==> config.mk <==
export PLATFORM = sky130hd
export DESIGN_NAME = dmem_ctrl
export DESIGN_NICKNAME = d
export VERILOG_FILES = /design/src/rtl/mem_pkg.sv /design/src/rtl/byte_merge.sv /design/src/rtl/dmem_ctrl.sv
export SDC_FILE = /design/constraint.sdc
export NUM_CORES = 1
export LEC_CHECK = 0
export ABC_AREA = 1
export CAP_MARGIN = 25
export CORE_MARGIN = 2
export CORE_UTILIZATION = 45
export CTS_CLUSTER_SIZE = 14
export DETAILED_ROUTE_END_ITERATION = 8
export GPL_TIMING_DRIVEN = 0
export PLACE_DENSITY_LB_ADDON = 0.1
export SKIP_CTS_REPAIR_TIMING = 1
export SYNTH_ARGS = -nofsm -noshare
export SYNTH_HDL_FRONTEND = slang
export SYNTH_HIERARCHICAL = 1
export SYNTH_SLANG_ARGS = --single-unit
==> constraint.sdc <==
create_clock -name clk -period 1.97 [get_ports clk]
set_clock_uncertainty 0.2 [all_clocks]
set_input_delay 0.394 -clock clk [delete_from_list [all_inputs] [get_ports clk]]
set_output_delay 0.394 -clock clk [all_outputs]
set_load 0.005 [all_outputs]
==> src/rtl/mem_pkg.sv <==
// Shared load/store codes, controller state encoding and the alignment rule.
// Pure declarations; no timing or flow-control behaviour of its own.
package mem_pkg;

  localparam logic [2:0] LB  = 3'b001;
  localparam logic [2:0] LH  = 3'b010;
  localparam logic [2:0] LW  = 3'b011;
  localparam logic [2:0] LBU = 3'b101;
  localparam logic [2:0] LHU = 3'b110;

  localparam logic [1:0] SB = 2'b01;
  localparam logic [1:0] SH = 2'b10;
  localparam logic [1:0] SW = 2'b11;

  typedef enum logic [1:0] {IDLE, RD_ISSUE, RD_WAIT, WR} state_t;

  // Halfwords need an even address, words a multiple of four; bytes never fault.
  function automatic logic is_aligned(input logic [2:0] rd, input logic [1:0] wr,
                                      input logic [1:0] a);
    logic half;
    logic word;
    half = (rd == LH) || (rd == LHU) || (wr == SH);
    word = (rd == LW) || (wr == SW);
    return !(half && a[0]) && !(word && (a != 2'b00));
  endfunction

endpackage

==> src/rtl/byte_merge.sv <==
// Splices store data into an old RAM word for sub-word stores.
// Purely combinational; no backpressure.
module byte_merge
  import mem_pkg::*;
(
  input  logic [31:0] old_word,
  input  logic [31:0] wdata,
  input  logic [1:0]  addr_lo,
  input  logic [1:0]  store_op,
  output logic [31:0] merged
);

  always_comb begin
    merged = old_word;
    case (store_op)
      SB: merged[{addr_lo, 3'b000} +: 8] = wdata[7:0];
      SH: begin
        if (addr_lo[1]) merged[31:16] = wdata[15:0];
        else            merged[15:0]  = wdata[15:0];
      end
      SW:      merged = wdata;
      default: merged = old_word;
    endcase
  end

endmodule

==> src/rtl/dmem_ctrl.sv <==
// MEM-stage data-memory controller: loads, stores and sub-word read-modify-write.
// Load result 3 cycles after acceptance, sw write at +1, sb/sh write at +3; stalls while busy.
module dmem_ctrl
  import mem_pkg::*;
#(
  parameter int RAM_AW = 10
) (
  input  logic              clk,
  input  logic              rst,
  input  logic              req_valid,
  output logic              req_ready,
  input  logic [2:0]        MemRead,
  input  logic [1:0]        MemWrite,
  input  logic [31:0]       Addr_out,
  input  logic [31:0]       wdata,
  output logic [RAM_AW-1:0] ram_addr,
  output logic              ram_we,
  output logic [31:0]       ram_wdata,
  input  logic [31:0]       ram_rdata,
  output logic [31:0]       rd_word,
  output logic [31:0]       rd_addr,
  output logic [2:0]        rd_op,
  output logic              rd_valid,
  output logic              stall,
  output logic              access_err
);

  state_t      state;
  logic [31:0] addr_q;
  logic [31:0] wdata_q;
  logic [2:0]  rop_q;
  logic [1:0]  wop_q;
  logic        we_q;
  logic [31:0] merged;
  logic        accept;
  logic        rd_illegal;
  logic        reject;

  assign req_ready  = (state == IDLE);
  assign stall      = ~req_ready;
  assign accept     = req_valid & req_ready;
  assign rd_illegal = !(MemRead inside {3'b000, LB, LH, LW, LBU, LHU});
  assign reject     = rd_illegal || ((MemRead != 3'b000) && (MemWrite != 2'b00)) ||
                      !is_aligned(MemRead, MemWrite, Addr_out[1:0]);

  // A reset arriving in the WR cycle must not let the strobe reach the RAM edge.
  assign ram_we = we_q & ~rst;

  byte_merge u_merge (
    .old_word (ram_rdata),
    .wdata    (wdata_q),
    .addr_lo  (addr_q[1:0]),
    .store_op (wop_q),
    .merged   (merged)
  );

  always_ff @(posedge clk) begin
    if (rst) begin
      state      <= IDLE;
      addr_q     <= '0;
      wdata_q    <= '0;
      rop_q      <= '0;
      wop_q      <= '0;
      we_q       <= 1'b0;
      ram_addr   <= '0;
      ram_wdata  <= '0;
      rd_word    <= '0;
      rd_addr    <= '0;
      rd_op      <= '0;
      rd_valid   <= 1'b0;
      access_err <= 1'b0;
    end else begin
      we_q       <= 1'b0;
      rd_valid   <= 1'b0;
      access_err <= 1'b0;
      case (state)
        IDLE: begin
          if (accept) begin
            addr_q   <= Addr_out;
            wdata_q  <= wdata;
            rop_q    <= MemRead;
            wop_q    <= MemWrite;
            ram_addr <= Addr_out[RAM_AW+1:2];
            if (reject) begin
              access_err <= 1'b1;
            end else if (MemRead != 3'b000) begin
              state <= RD_ISSUE;
            end else if (MemWrite == SW) begin
              ram_wdata <= wdata;
              we_q      <= 1'b1;
              state     <= WR;
            end else if (MemWrite != 2'b00) begin
              state <= RD_ISSUE;
            end
          end
        end
        RD_ISSUE: state <= RD_WAIT;
        RD_WAIT: begin
          if (wop_q == 2'b00) begin
            rd_word  <= ram_rdata;
            rd_addr  <= addr_q;
            rd_op    <= rop_q;
            rd_valid <= 1'b1;
            state    <= IDLE;
          end else begin
            ram_wdata <= merged;
            we_q      <= 1'b1;
            state     <= WR;
          end
        end
        WR:      state <= IDLE;
        default: state <= IDLE;
      endcase
    end
  end

endmodule

== Word level (Yosys, flattened, before mapping) ==
Cells that the tools add are included.

* Memory bits (read-only): 0
* Word-level logic and storage cells: 93
* Output and inout port bits: 114
* Flip-flop bits (word level): 183
* Bits of input ports: 104
* Memories kept: 0
* Memory bits (writable): 0
* Bits in latches: 0

* Reduce and logical (&&, ||, !) cells: 27
* Bitwise gates (word level): 6
* Equal/unequal tests: 19
* Multiplexer cells: 25
* $mul: 0
* Shifts and indexed selects: 2
* Div/mod/pow operators: 0
* Add/subtract/negate cells: 1
* Magnitude comparators: 0

{| class="wikitable"
|+ Operators with widths
! cell !! count
|-
| 32-bit 2-to-1 mux || 5
|-
| 32-bit one-hot mux with 3 select lines || 1
|-
| 32-bit one-hot mux with 2 select lines || 1
|-
| 32-bit bitwise mux || 1
|-
| 16-bit 2-to-1 mux || 2
|-
| 8-bit by 7-bit variable shift with 32-bit output, first input constant || 1
|-
| 8-bit by 7-bit indexed part select with 32-bit output || 1
|-
| 2-bit == test, second input constant || 6
|-
| 2-bit 2-to-1 mux || 6
|-
| 2-bit one-hot mux with 4 select lines || 1
|-
| 1-bit 2-to-1 mux || 7
|-
| 5-bit negation with 7-bit output || 1
|-
| 3-bit by 2-bit == test with 1-bit output, second input constant || 2
|-
| 3-bit == test, second input constant || 2
|-
| 2-bit != test, second input constant || 3
|-
| 6-bit AND reduction || 1
|-
| 2-bit nonzero test || 3
|-
| 6-bit nonzero test || 1
|-
| 1-bit logical OR || 5
|-
| 2-bit by 1-bit == test with 1-bit output, second input constant || 2
|-
| 1-bit logical AND || 4
|-
| 1-bit zero test || 4
|-
| 2-bit zero test || 2
|-
| 2-bit by 1-bit != test with 1-bit output, second input constant || 2
|-
| other kinds (11) || 16
|}

== Longest topological paths before layout ==
Gate-level depths: netlist of run 1.

* Depth in word-level cells: 11
* Mapped depth: 15
* Mapped depth without buffers: 12

== Hierarchy ==
Netlist of run 1, hierarchy kept.

{| class="wikitable"
|+ Modules (own cells, without submodules)
! module !! times used !! area an instance (um^2) !! seq. area each (um^2) !! cells an instance
|-
| dmem_ctrl || 1 || 6,856.6 || 3,463.3 || 954
|-
| byte_merge || 1 || 1,869.3 || 0.0 || 422
|}

== Worst setup path after synthesis of run 1 ==
No wires, ideal clock.

* Path kind: register -> register
* From: register addr_q[1]
* To: register ram_wdata[1]
* Stages on the path, launching flop included: 14
* Period minus slack after synthesis: 2.164 ns
* Setup slack: -0.194 ns
* Path buffers: 2
* Arrival: 1.900 ns
* Library setup time: 0.064 ns
* Data required time: 1.706 ns
* Cells stage by stage: dfxtp_1 buf_4 inv_2 buf_4 ha_1 nor2_1 nand3_1 nand2_1 nand2_1 nand3_1 nand2_1 o21ai_0 nor2_1 nor2_1

* Longest elaborated chain between the ends: 6
* Elaborated cells on any way between the ends: 8
* Classes of those cells: add/sub (1); shift (2); mux (5)

{| class="wikitable"
|+ RTL lines
! item !! RTL line !! text
|-
| start, declared || dmem_ctrl.sv:29 || <nowiki>logic [31:0] addr_q;</nowiki>
|-
| start signal, assigned || dmem_ctrl.sv:79 || <nowiki>addr_q <= Addr_out;</nowiki>
|-
| 5-bit negation with 7-bit output || byte_merge.sv:16 || <nowiki>SB: merged[{addr_lo, 3'b000} +: 8] = wdata[7:0];</nowiki>
|-
| 8-bit by 7-bit indexed part select with 32-bit output / 8-bit by 7-bit variable shift with 32-bit output (equally long branches) || byte_merge.sv:16 ||
|-
| 32-bit bitwise mux || byte_merge.sv:16 ||
|-
| 32-bit one-hot mux with 3 select lines (*) || byte_merge.sv:15 || <nowiki>case (store_op)</nowiki>
|-
| via merged[1] || dmem_ctrl.sv:34 || <nowiki>logic [31:0] merged;</nowiki>
|-
| 32-bit 2-to-1 mux (*) || dmem_ctrl.sv:99 || <nowiki>if (wop_q == 2'b00) begin</nowiki>
|-
| 32-bit one-hot mux with 2 select lines (*) || dmem_ctrl.sv:76 || <nowiki>case (state)</nowiki>
|-
| end signal, assigned || dmem_ctrl.sv:89 || <nowiki>ram_wdata <= wdata;</nowiki>
|-
| end signal, assigned || dmem_ctrl.sv:106 || <nowiki>ram_wdata <= merged;</nowiki>
|-
| end, declared || dmem_ctrl.sv:18 || <nowiki>output logic [31:0] ram_wdata,</nowiki>
|}

The timed path passes the listed nets; every way through them passes the cells marked *. The select of a mux whose other input is x is not followed.
A chain may end at the register's enable or synchronous reset.

== Final worst setup path of run 1 ==
* From: register addr_q[1]
* To: register ram_wdata[24]

The elaborated chain is that of the path after synthesis.

==> impl_results.md, run 1 <==
- Outcome: complete, but fails checks
- Failing checks: setup timing
- Total of max-cap violations: 0
- Yosys Warn Count: 6
- Critical Path Start Type: flip-flop
- RSZ-0062 raised after global routing: yes
- Setup CP Type: reg -> reg
- Initial antenna violation count: 0
- Synth Cell Area: slightly below 9000 um^2
- Crit path required time: between 2 and 2.5 ns
- Vias in the first global route: 8907
- Hold Path Class: in -> reg
- P_leak: roughly 6.0 nW
- Design Area, Final: 12400 um^2
- DRT Wirelength: 31.6 mm
- Die width: 143 um
- Reg clk slew, reported paths: 0.08 ns
- Core ar.: 18900 um^2
- Nets: 1745
- Count of final hold-check violations: 0
- IO Count: between 200 and 250
- Vert. Die Dim: 143 um
- DR vias/cell: 5.10
- Detailed-route wire length per cell: between 15 and 20 um
- Port-buffer cells: 217
- Sw Pwr: around 2.7 mW
- Clock Sinks: 173
- FP Rows: 50
- Most common cell after layout, fill and taps aside: nor2_1
- Flops & latches, synth: 173
- DRC: 0
- Largest net degree at the start of global routing: 21
- First-pass GRT wire length: 47.9 mm
- Die area: ~21000 um^2
- Starting Density: 46.2%
- Relative slew slack: between 50% and 60%
- Distinct cells, synth: 30
- Grt ovf: 0
- Sequential element share of the synthesized area: approximately two fifths
- Initial drt markers: 854
- H-tree depth: 4
- Async SR Flop Fraction: 0%
- Via count: 9728
- Inst Count DP: between 1500 and 2000
- Fin crit share: 113%
- Main synth FF type: dfxtp_1
- Cells after Synth: 1376
- Worst vdd ir: 0.624 mV
- Int Power: 6.12 mW
- PD cells: 709 nW/um^2
- Final Non-Filler Cells: ~1900
- Root Buffer: clkbuf_16
- EDFF count, synth: 0
- Critical path data arrival time: 2.41 ns
- Clock power frac: just over 40%
- Syn Area/Cell: 6.34 um^2
- Clk Latency, worst-skew pair: 0.45 ns
- Layout cells sized above 1: about 13%
- Logic pwr share: 16.6%
- Top cell type's share of synthesized area: about two fifths
- CTS buffer count: 17
- Sw Ratio: a little over 30%
- Area leader, netlist: dfxtp_1
- Synthesized net count: 1485
- Fraction of power consumed by sequential logic: 42.3%
- Fin crit period: between 2 and 2.5 ns
- Max Fclk: 0.451 GHz
- Placed inst area: 11300 um^2
- HPWL Detailed: 23.3 mm
- Worst setup margin: -0.250 ns
- Hold Slack: 0.138 ns
- Worst Max-Slew Pin Slew: 0.701 ns
- Synthesis-to-finish area growth: 42.5%
- Placer congestion estimate: between 0.9 and 1
- Leading cell types in the layout, fill and taps excluded: 345 x nor2_1, 315 x nand2_1, 201 x clkdlybuf4s50_1
- CTS max path bufs: 2
- Fillers: 1815
- CTS tree: built
- DRT Pass-1 Iters: 8
- Crit path max fanout: 8
- Inserted Diodes: 0
- All-Layer GR Usage: 30.5%
- Setup crit end kind: flip-flop
- Routed Antenna Nets: 0
- Setup-failing EPs final: 32
- Main area contributors after synthesis: dfxtp_1 40%, nor2_1 15%, nand2_1 14%
- Final Max Tran Viols: 0
## cell type report
class                      instances  area, um^2  area share, %
clock inverter                    15         215           1.73
clock buffer                      17         425           3.42
multi-input combinational       1014        4560           36.7
inverter                          96         389           3.13
buffer                            93         594           4.78
timing repair buffer             241        2430           19.6
sequential                       173        3490           28.1
tap                              260         325           2.62
## through the flow
step / setup WS [ns] / utilization (%) / total power, mW / setup TNS [ns]
after floorplan: 0.00337 / - / 4.49 / 0
after global placement: -0.748 / 59.6 / 5.07 / -69.78
after detailed placement: -0.777 / 59.6 / 5.09 / -71.15
after CTS: -0.480 / 63.0 / 8.68 / -18.15
after global routing: -0.298 / 65.8 / 9.13 / -8.21
final: -0.250 / 65.8 / 8.81 / -5.16
## power by group through the flow
| stage | Clock (mW) | Combinational (mW) | Sequential, mW |
|---|---|---|---|
| 6_report | 3.62 | 1.47 | 3.73 |
| 4_1_cts | 3.67 | 1.29 | 3.72 |
| 3_5_place_dp | 0 | 1.29 | 3.80 |
| 3_3_place_gp | 0 | 1.27 | 3.80 |
| 5_1_grt | 3.80 | 1.59 | 3.74 |
| 2_1_floorplan | 0 | 0.726 | 3.77 |
## Yosys cell counts (4+ instances only)
master,number
nor2_4,4
o21ai_0,162
buf_6,11
clkbuf_1,29
inv_1,86
or2_2,4
buf_2,29
dfxtp_1,173
buf_4,22
nand3_1,99
nor2_1,349
nand2_1,329
a22oi_1,4
o21ai_1,4
ha_1,5
inv_2,9
a21oi_1,37
## routing by layer
layer,global-route usage [%],share of wire [%],vias up
li1,-,-,4813
met1,37.9,41,4350
met2,49.4,46,479
met3,8.99,9.7,86
met4,13.2,3.7,0
met5,0,0,-
## state kept, by name (all words and copies together) (netlist names), 2 cells and up
signal / count
addr_q: 23
rd_word: 32
rd_op: 3
rd_addr: 32
wop_q: 2
state: 2
rop_q: 3
wdata_q: 32
ram_wdata: 32
ram_addr: 9
## cell families (layout without fill, tap and decap cells)
group	Yosys count	in the layout	share of synthesized area (%)
flops	173	173	39.7
fa+ha+maj	5	5	0.717
simple gates	797	798	36.8
buf+inv	190	462	10.5
compound gates	211	211	12.3
## worst paths after layout
check	from	end	slack, ns	depth (start not counted)
worst min-delay path	rst	rd_valid	0.14	2
worst max-delay path	addr_q[1]	ram_wdata[24]	-0.25	14
worst min register to register	addr_q[14]	rd_addr[14]	0.29	2
worst max register to register	addr_q[1]	ram_wdata[24]	-0.25	14
## worst max-delay path, cell delays in order, from the launching register on
cell and delay (ns):
dfxtp_4 0.39, buf_8 0.14, clkinv_8 0.06, buf_12 0.13, ha_4 0.18, buf_6 0.13
nor2_4 0.20, nand3_1 0.18, nand2_1 0.10, nand2_1 0.06, nand3_1 0.11, nand2_1 0.06
nand2_1 0.09, nor2_1 0.04, nor2_1 0.08
(Power assumes the default switching activity.)
==> inputs of run 2 (changes only) <==
--- a/config.mk
+++ b/config.mk
@@ -7,7 +7,7 @@
 export LEC_CHECK = 0
 export ABC_AREA = 1
 export CAP_MARGIN = 25
-export CORE_MARGIN = 2
+export CORE_MARGIN = 5
 export CORE_UTILIZATION = 45
 export CTS_CLUSTER_SIZE = 14
 export DETAILED_ROUTE_END_ITERATION = 8
==> impl_results.md, run 2 (synthesis results as in run 1) <==
- Fin crit period: 2.22 ns (about the same)
- Hold path endpoint: we_q (was rd_valid)
- Reg-to-reg critical path startpoint: addr_q[1] (unchanged)
- Clk Latency, worst-skew pair: 0.43 ns (was 0.45 ns)
- R2R depth: 15 (was 14)
- Relative slew slack: 58.5% (was 53.2%)
- Multi-input gate area: 4530 um^2 (was 4560 um^2)
- Outcome: complete, but fails checks (unchanged)
- Sw Ratio: 29.0% (was 30.6%)
- Placer congestion estimate: 0.966 (was 0.980)
- All-Layer GR Usage: 28.2% (was 30.5%)
- CP most frequent cell: nand2_1 (unchanged)
- FF/Latch Area: 3490 um^2 (about the same)
- Sw Pwr: 2.52 mW (was 2.70 mW)
- DRT Wirelength: 32.2 mm (was 31.6 mm)
- IO Count: 218 (unchanged)
- Most common cell after layout, fill and taps aside: nor2_1 (unchanged)
- WHS Path Cells: 2 (unchanged)
- Crit path max fanout: 8 (unchanged)
- Layout cells sized above 1: 12.7% (was 12.9%)
- Max Fclk: 0.451 GHz (about the same)
- Worst setup margin: -0.250 ns (about the same)
- Logic pwr share: 16.9% (was 16.6%)
- Largest net degree at the start of global routing: 18 (was 21)
- Detailed-route wire length per cell: 16.8 um (was 16.6 um)
- Setup WS pre-CTS: -0.825 ns (was -0.777 ns)
- DR vias/cell: 4.99 (was 5.10)
- CTS tree: built (unchanged)
- Setup CP Type: reg -> reg (unchanged)
- H-tree depth: 4 (unchanged)
- Port-buffer cells: 217 (unchanged)
- DRC: 0 (unchanged)
- Leading cell types in the layout, fill and taps excluded: 345 x nor2_1, 318 x nand2_1, 203 x clkdlybuf4s50_1 (was 345 x nor2_1, 315 x nand2_1, 201 x clkdlybuf4s50_1)
- Vias in the first global route: 8862 (was 8907)
- Slowest CP cell: dfxtp_4 (unchanged)
- Reg clk slew, reported paths: 0.07 ns (was 0.08 ns)
- Initial antenna violation count: 1 (was 0)
- P_leak: 5.96 nW (was 6.01 nW)
- Fillers: 1850 (was 1815)
- Clock Sinks: 173 (unchanged)
- Int Power: 6.18 mW (was 6.12 mW)
- HPWL Detailed: 23.8 mm (was 23.3 mm)
- CTS max path bufs: 2 (unchanged)
- CTS buffer count: 17 (unchanged)
- Critical path data arrival time: 2.39 ns (was 2.41 ns)
- Max incr delay on CP: 0.38 ns (was 0.39 ns)
- RR Endpoint: ram_wdata[14] (was ram_wdata[24])
- Count of final hold-check violations: 0 (unchanged)
- PD cells: 704 nW/um^2 (was 709 nW/um^2)
- FP Rows: 51 (was 50)
- Hold Slack: 0.203 ns (was 0.138 ns)
- Grt ovf: 0 (unchanged)
- First-pass GRT wire length: 48.7 mm (was 47.9 mm)
- Routed Antenna Nets: 0 (unchanged)
- Core ar.: 19300 um^2 (was 18900 um^2)
- Clock power frac: 40.4% (was 41.1%)
- Hold Path Class: in -> reg (unchanged)
- HP Start: rst (unchanged)
- Fin crit share: 113% (about the same)
- Worst vdd ir: 0.624 mV (about the same)
- Setup-failing EPs final: 32 (unchanged)
- Failing checks: setup timing (unchanged)
- Initial drt markers: 774 (was 854)
- Final Max Tran Viols: 0 (unchanged)
- Fraction of power consumed by sequential logic: 42.8% (was 42.3%)
- Crit path required time: 2.14 ns (was 2.16 ns)
- Starting Density: 45.3% (was 46.2%)
- Total of max-cap violations: 0 (unchanged)
- Inserted Diodes: 0 (unchanged)
- Synthesis-to-finish area growth: 41.8% (was 42.5%)
- Via count: 9556 (was 9728)
- Die area: 22300 um^2 (was 20500 um^2)
- RSZ-0062 raised after global routing: yes (unchanged)
- DRT Pass-1 Iters: 6 (was 8)
- Critical Path, Cell by Cell: buf_8 -> clkinv_8 -> buf_12 -> ha_4 -> inv_4 -> nor2_4 -> buf_6 -> nand3_1 -> nand2_1 -> nand2_1 -> nand3_2 -> nand2_1 -> nand2_1 -> nor2_1 -> nor2_1 (was buf_8 -> clkinv_8 -> buf_12 -> ha_4 -> buf_6 -> nor2_4 -> nand3_1 -> nand2_1 -> nand2_1 -> nand3_1 -> nand2_1 -> nand2_1 -> nor2_1 -> nor2_1)
- Setup crit end kind: flip-flop (unchanged)
- Nets: 1748 (was 1745)
- Root Buffer: clkbuf_16 (unchanged)
- Critical Path Start Type: flip-flop (unchanged)
- Vert. Die Dim: 149 um (was 143 um)
- Worst reg-to-reg setup slack: -0.25 ns (about the same)
- Die width: 149 um (was 143 um)
- Worst Max-Slew Pin Slew: 0.622 ns (was 0.701 ns)
## run 2: area by class of cell
class / count / share of cell area (%)
well taps: 265 / 2.68
flip-flops and latches: 173 / 28.2
clock inverters: 14 / 1.48
inverters: 96 / 3.14
plain buffers: 93 / 4.77
clock buffers: 17 / 3.44
repair buffers: 245 / 19.7
multi-input cells: 1013 / 36.6
## run 2: per-stage QoR
step	util, %	setup TNS (ns)	total power, mW	cells	area (um^2)
4_1_cts	61.6	-26.79	8.58	1889	11900
2_1_floorplan	-	0	4.49	1376	8760
3_3_place_gp	58.5	-81.61	5.08	1858	11300
6_report	64.2	-5.36	8.71	1916	12400
3_5_place_dp	58.5	-84.37	5.09	1858	11300
5_1_grt	64.2	-8.91	9.05	1916	12400
## run 2: layer usage
layer	routed length (um)	track usage (%)	up-vias	part of all wire [%]
met4	1020	10.2	2	3.2
met5	13	0	-	0.040
met2	14600	45.1	405	45
met1	13900	36.4	4253	43
met3	2720	8.05	76	8.4
li1	-	-	4820	-
## run 2: power groups by stage
stage                     clock network [mW]  logic (mW)  registers (mW)
after detailed placement                   0        1.29            3.80
after floorplan                            0       0.726            3.77
after global placement                     0        1.28            3.80
after global routing                    3.72        1.60            3.73
final                                   3.51        1.47            3.73
after CTS                               3.56        1.29            3.72
## run 2: worst max-delay path: cells and delay by family, from the launching register on
family | cells | cell delay, ns
fa+ha+maj | 1 | 0.31
buf+inv | 5 | 0.53
flops | 1 | 0.38
simple gates | 9 | 0.72
## run 2: how the worst max path moves through the flow
stage	from	end	slack, ns	cells after the start
after global routing	addr_q[1]	ram_wdata[14]	-0.36	15
after CTS	addr_q[1]	ram_wdata[21]	-0.53	14
after global placement	rst	ram_wdata[28]	-0.79	6
after floorplan	addr_q[1]	ram_wdata[8]	0.003	14
final	addr_q[1]	ram_wdata[14]	-0.25	15
after detailed placement	rst	ram_wdata[28]	-0.82	6
